$ cat src/rtl/shift_repeat_stage.sv
// Repeated shift/invert stage: applies one of SHL/SHR/SRA/NOT to a latched operand once per clock,
// in_count times, then holds the result on a valid/ready output. Optional parity output under SHIFT_REPEAT_PARITY_EN.
module shift_repeat_stage #(
   parameter int WIDTH = 9,
   parameter int CNT_W = 4
) (
   input  logic             clk,
   input  logic             rst_n,
   input  logic             in_valid,
   output logic             in_ready,
   input  logic [WIDTH-1:0] in_data,
   input  logic [1:0]       in_op,
   input  logic [CNT_W-1:0] in_count,
   output logic             out_valid,
   input  logic             out_ready,
   output logic [WIDTH-1:0] out_data,
   output logic             busy
`ifdef SHIFT_REPEAT_PARITY_EN
   ,
   output logic             out_parity
`endif
);

   typedef enum logic [1:0] {IDLE, RUN, DONE} state_t;

   localparam logic [1:0] OP_SHL = 2'd0;
   localparam logic [1:0] OP_SHR = 2'd1;
   localparam logic [1:0] OP_SRA = 2'd2;

   state_t           state_q, state_d;
   logic [WIDTH-1:0] acc_q, acc_d;
   logic [1:0]       op_q, op_d;
   logic [CNT_W-1:0] rem_q, rem_d;
   logic             rdy_q;
   logic             load;

   function automatic logic [WIDTH-1:0] apply(input logic [1:0] op, input logic [WIDTH-1:0] a);
      case (op)
         OP_SHL:  apply = {a[WIDTH-2:0], 1'b0};
         OP_SHR:  apply = {1'b0, a[WIDTH-1:1]};
         OP_SRA:  apply = {a[WIDTH-1], a[WIDTH-1:1]};
         default: apply = ~a;
      endcase
   endfunction

   // rdy_q keeps in_ready low through reset and rises on the first edge after release.
   always_ff @(posedge clk or negedge rst_n) begin
      if (!rst_n) begin
         state_q <= IDLE;
         acc_q   <= '0;
         op_q    <= '0;
         rem_q   <= '0;
         rdy_q   <= 1'b0;
      end else begin
         state_q <= state_d;
         acc_q   <= acc_d;
         op_q    <= op_d;
         rem_q   <= rem_d;
         rdy_q   <= 1'b1;
      end
   end

   always_comb begin
      state_d  = state_q;
      acc_d    = acc_q;
      op_d     = op_q;
      rem_d    = rem_q;
      in_ready = rdy_q & ((state_q == IDLE) | ((state_q == DONE) & out_ready));
      load     = in_valid & in_ready;

      case (state_q)
         RUN: begin
            acc_d = apply(op_q, acc_q);
            rem_d = rem_q - CNT_W'(1);
            if (rem_q == CNT_W'(1)) state_d = DONE;
         end
         DONE: if (out_ready) state_d = IDLE;
         default: ;
      endcase

      // A new operation overrides the IDLE/DONE defaults, including the same-cycle output handshake.
      if (load) begin
         acc_d   = in_data;
         op_d    = in_op;
         rem_d   = in_count;
         state_d = (in_count == '0) ? DONE : RUN;
      end
   end

   assign out_valid = (state_q == DONE);
   assign busy      = (state_q == RUN);
   assign out_data  = acc_q;

`ifdef SHIFT_REPEAT_PARITY_EN
   logic par_q;

   always_ff @(posedge clk or negedge rst_n) begin
      if (!rst_n) par_q <= 1'b0;
      else        par_q <= ^acc_d;
   end

   assign out_parity = par_q;
`endif

endmodule

$ cat config.mk
export PLATFORM = sky130hd
export DESIGN_NAME = shift_repeat_stage
export DESIGN_NICKNAME = d
export VERILOG_FILES = /design/src/rtl/shift_repeat_stage.sv
export SDC_FILE = /design/constraint.sdc
export NUM_CORES = 1
export LEC_CHECK = 0
export BUFFER_PORTS_ARGS = -buffer_cell sky130_fd_sc_hd__buf_2
export CORE_ASPECT_RATIO = 2
export CORE_UTILIZATION = 47
export CTS_BUF_LIST = sky130_fd_sc_hd__clkbuf_16
export CTS_CLUSTER_SIZE = 20
export DETAILED_ROUTE_END_ITERATION = 10
export PLACE_DENSITY = 0.77
export SETUP_SLACK_MARGIN = 0.5
export SLEW_MARGIN = 20
export SYNTH_ARGS = -nofsm -noshare
export SYNTH_HDL_FRONTEND = slang
export SYNTH_SLANG_ARGS = --single-unit
$ cat constraint.sdc
create_clock -name clk -period 1.6 [get_ports clk]
set_input_delay 0.16 -clock clk [delete_from_list [all_inputs] [get_ports clk]]
set_output_delay 0.16 -clock clk [all_outputs]
set_load 0.05 [all_outputs]
* After elaboration in Yosys (flattened, before gate mapping)
Cells that the tools add are included.
Cells by class: add/subtract/negate cells 1, equality and inequality tests 8, mux-type cells 10, bitwise operators 5, reductions and logical operators 7
Operator list (number):
- case mux 9 bit (3 select lines) | 1
- two-way mux 9 bit | 2
- NOT 9 bit | 1
- two-way mux 2 bit | 4
- two-way mux 4 bit | 2
- inequality test 3 x 1 -> 1 bit, second input constant | 2
- == test 2 x 1 -> 1 bit, second input constant | 2
- == test 2 bit, second input constant | 2
- == test 4 x 1 -> 1 bit, second input constant | 1
- logical NOT 2 bit | 2
- logical NOT 4 bit | 1
- case mux 2 bit (2 select lines) | 1
- subtractor 4 x 1 -> 4 bit, second input constant | 1
- bitwise AND 1 bit | 3
- AND reduction 3 bit | 1
- nonzero test 3 bit | 1
- inequality test 2 bit, second input constant | 1
- AND reduction 2 bit | 1
- nonzero test 2 bit | 1
- OR 1 bit | 1
Storage, ports and cells: flip-flop bits (word level) 18, bits of input ports 19, output and inout port bits 12, logic and storage cells 37

* Depth between registers and ports, before layout
depth in word-level cells 7, mapped depth 8, gate-level depth less buffers 6

* Least setup slack after synthesis
No wires, ideal clock.
path kind flip-flop to flip-flop, start register state_q[0], end register state_q[0], setup time 96 ps, arrival time 1858 ps, data required time 1504 ps, slack -354 ps, stages on the path, launching flop included 8, buffers on the path 2, period minus slack after synthesis 1954 ps, cells stage by stage dfrtp_1 -> inv_1 -> ha_1 -> a21oi_2 -> or2_1 -> buf_6 -> buf_8 -> o32ai_2
Between the ends: word-level cells in the longest chain between the ends 7, elaborated cells on any way between the ends 13, those cells by class 4 x eq/ne; 2 x mux; 4 x bitwise; 3 x reduce/logical
RTL lines:
- start, declared | RTL line 30 | state_t state_q, state_d;
- start signal, assigned | RTL line 55 | state_q <= state_d;
- == test 2 bit *
- net out_valid | RTL line 14 | output logic out_valid,
- bitwise AND 1 bit | RTL line 68 | in_ready = rdy_q & ((state_q == IDLE) | ((state_q == DONE) & out_ready));
- OR 1 bit | RTL line 68
- bitwise AND 1 bit | RTL line 68
- bitwise AND 1 bit | RTL line 69 | load = in_valid & in_ready;
- inequality test 3 x 1 -> 1 bit (no source line) or nonzero test 3 bit (tied branches)
- AND reduction 3 bit (no source line)
Mark *: on every way through the listed nets, which the timed path passes. The rest lies on a longest branch. A chain may end at the register's enable or synchronous reset.

* Worst setup path in the final report
start register state_q[0], end register state_q[0]
Between the ends: word-level cells in the longest chain between the ends 7, elaborated cells on any way between the ends 13, those cells by class 4 x eq/ne; 2 x mux; 4 x bitwise; 3 x reduce/logical
RTL lines (RTL line):
- == test 2 bit | 68, 71
- bitwise AND 1 bit | 68
- OR 1 bit | 68
- bitwise AND 1 bit | 68
- bitwise AND 1 bit | 69
- inequality test 3 x 1 -> 1 bit (no source line) or nonzero test 3 bit (tied branches)
- AND reduction 3 bit (no source line)
Parallel ways exist; a longest one is shown, timed or not.

==> metrics <==
drt pass-1 iters=4; worst vdd ir=1.31 mV; Final ANT Viol Nets=0; area of the mapped netlist=about 0.0012 mm²; vias post-DR=1,228; RD Place Congestion=0.748; WP data required=1.73 ns; register area share after synthesis=0.369; Initial Util=0.507; worst-path maximum fanout=5; Final Critical Period=1.56 ns; post-DR vias/cell=~5.8; All-Layer GR Usage=0.258; clock-pin slew on the worst setup and hold paths=approximately 0.05 ns; final cell count without fillers=212; Final Net Count=approximately 210; Area growth syn-to-layout=45.2%; WL/cell=15.7 µm; proportion of layout cells with a drive suffix above 1=0.400; standard-cell rows=25; Post-route DRC=0; top cells by count, synth=nand2_1, o21ai_0, dfrtp_1, nor2_1, o211a_1; synth warn=0; CTS tree=yes; most common cell in the netlist=nand2_1; Leak=around 0.85 nW; port bufs=30; vias in the first global route=1,165; CTS Sinks=18; Post-synth EDFFs=0; Routed WL=3.32 mm; H-tree depth=1; final count of hold timing violations=0; unrepaired setup endpoints after global routing=true; die span in y=74.1 µm; async set-reset flop share out of synthesis=1.00; largest net degree at the start of global routing=27; count of cell types in the netlist=36; Main synth FF type=dfrtp_1; largest area contributor in the netlist=dfrtp_1; Max-Cap Viols=0; DR iter-0 viols=45; pwr dens=2190 mW/mm²; post-route clock period utilization=0.978; Critical Path AT=1.70 ns; Crit. End Element=register; mean area per synthesized cell=8.79 µm²; die width=about 38 µm; clk_skew=0.000972 ns; first-pass GRT wire length=between 5 and 6 mm; status=complete, no violations; initial antenna violation count=0; Core Area=between 0.002 and 0.0025 mm²; Setup-failing EPs final=0; Crit Path Class=register to register; syn_nets=~160; placed insts=around 200; Post-DP HPWL=between 2 and 2.5 mm; cts bufs inserted=3; Worst-Skew Late Latency=between 0.2 and 0.3 ns; CTS Buffer Depth=2; diode count=0; Root Driver=clkbuf_16; Hold Crit Class=input pin to register; CP startpoint kind=register; Synth area leaders=dfrtp_1, o21ai_0, nand2_1, ha_1, o211a_1; flops & latches, synth=18; post-synth top area share=0.369; Slew Limit Fails=0; top-level I/O count=31; die area=around 0.0028 mm²; Synth Instances=approximately 140; Design Power=3.89 mW; total gr overflow=0; Fmax achieved=639 MHz
==> cell type report <==
class | instances | area (µm²)
Clock buffer | 3 | 75.1
Multi-Input combinational cell | 106 | 771
Fill cell | 171 | 636
Inverter | 5 | 18.8
Clock inverter | 1 | 3.75
Tap cell | 27 | 33.8
Sequential cell | 18 | 454
Timing Repair Buffer | 52 | 417
==> path summary, 6_finish.rpt <==
check                                  startpoint                 endpoint  slack, ns  cells after the start
min reg2reg                  rem_q[3]$_DFFE_PN0P_     rem_q[3]$_DFFE_PN0P_       0.59                      2
max in group asynchronous                   rst_n  out_data[6]$_DFFE_PN0P_       0.89                      2
max reg2reg                state_q[0]$_DFFE_PN0P_   state_q[0]$_DFFE_PN0P_       0.04                      8
min                                      in_op[0]      op_q[0]$_DFFE_PN0P_       0.09                      3
max                        state_q[0]$_DFFE_PN0P_   state_q[0]$_DFFE_PN0P_       0.04                      8
min in group asynchronous                   rst_n  out_data[3]$_DFFE_PN0P_       0.38                      2
==> per-stage QoR <==
stage          hold slack [ns]  setup TNS [ns]  worst slack, ns  instance area, µm²   util
2_1_floorplan           -0.136               0           0.0164                1260      -
3_3_place_gp             0.119               0           0.0985                1460  0.607
3_5_place_dp             0.122               0           0.0446                1460  0.607
4_1_cts                  0.103               0           0.0352                1690  0.701
5_1_grt                  0.108         -0.0121         -0.00817                1770  0.736
6_report                0.0928               0           0.0356                1770  0.736
==> critical path, cell delays in order (launching register included) <==
cell,delay (ns)
dfrtp_1,0.39
inv_2,0.11
ha_4,0.16
a21oi_4,0.05
buf_4,0.13
or2_4,0.24
buf_6,0.14
a21oi_4,0.13
o32ai_2,0.09
==> what timing repair did <==
action / CTS / global route
resized for setup: 27 / 21
hold endpoints to repair: 18 / 0
pin swaps: 3 / 3
setup endpoints to repair: 28 / 25
hold buffers: 1 / 0
setup buffers: 7 / 3
cloned: 0 / 1
==> flip-flops by register name, summed over array words and instances, names as in the netlist <==
name	cells
out_data	9
op_q	2
rdy_q	1
rem_q	4
state_q	2
==> cells by family (layout without fill, tap and decap cells) <==
kind of cell / count (synthesis) / count (layout) / synth area share
compound gates: 46 / 46 / 0.255
xor+xnor: 4 / 4 / 0.0287
fa+ha+maj: 6 / 6 / 0.0615
buf+inv: 15 / 61 / 0.0717
flops: 18 / 18 / 0.369
mux: 6 / 6 / 0.0502
other cells: 1 / 1 / 0.00307
simple gates: 43 / 43 / 0.161
==> layout by cell type (no fill, tap or decap), types with 2 or more instances in the layout <==
cell type	n
nand2_1	23
buf_4	20
buf_2	18
dfrtp_1	15
o21ai_0	12
o21ai_1	8
o211a_1	7
buf_6	7
nor2_1	5
mux2i_1	5
o211ai_1	5
clkbuf_16	4
inv_1	3
xnor2_1	3
nor2b_1	3
a31oi_1	3
ha_1	3
ha_4	3
dfrtp_2	3
inv_2	2
a21oi_4	2
a21oi_1	2
nand2b_1	2
buf_8	2
==> layer usage <==
metal / wire [µm] / vias to the layer above / global-route usage
met3: 131 / 13 / 0.0388
met4: 122 / 0 / 0.143
met1: 1260 / 583 / 0.276
met2: 1810 / 50 / 0.456
met5: 0 / - / 0
li1: - / 582 / -
==> power by group <==
part,leakage [nW],switching (mW),internal (mW)
registers,0.211,0.269,0.680
clock network,0.0385,0.178,0.333
logic,0.598,1.37,1.06
total,0.848,1.82,2.07
Power figures use the tool's default switching activity.
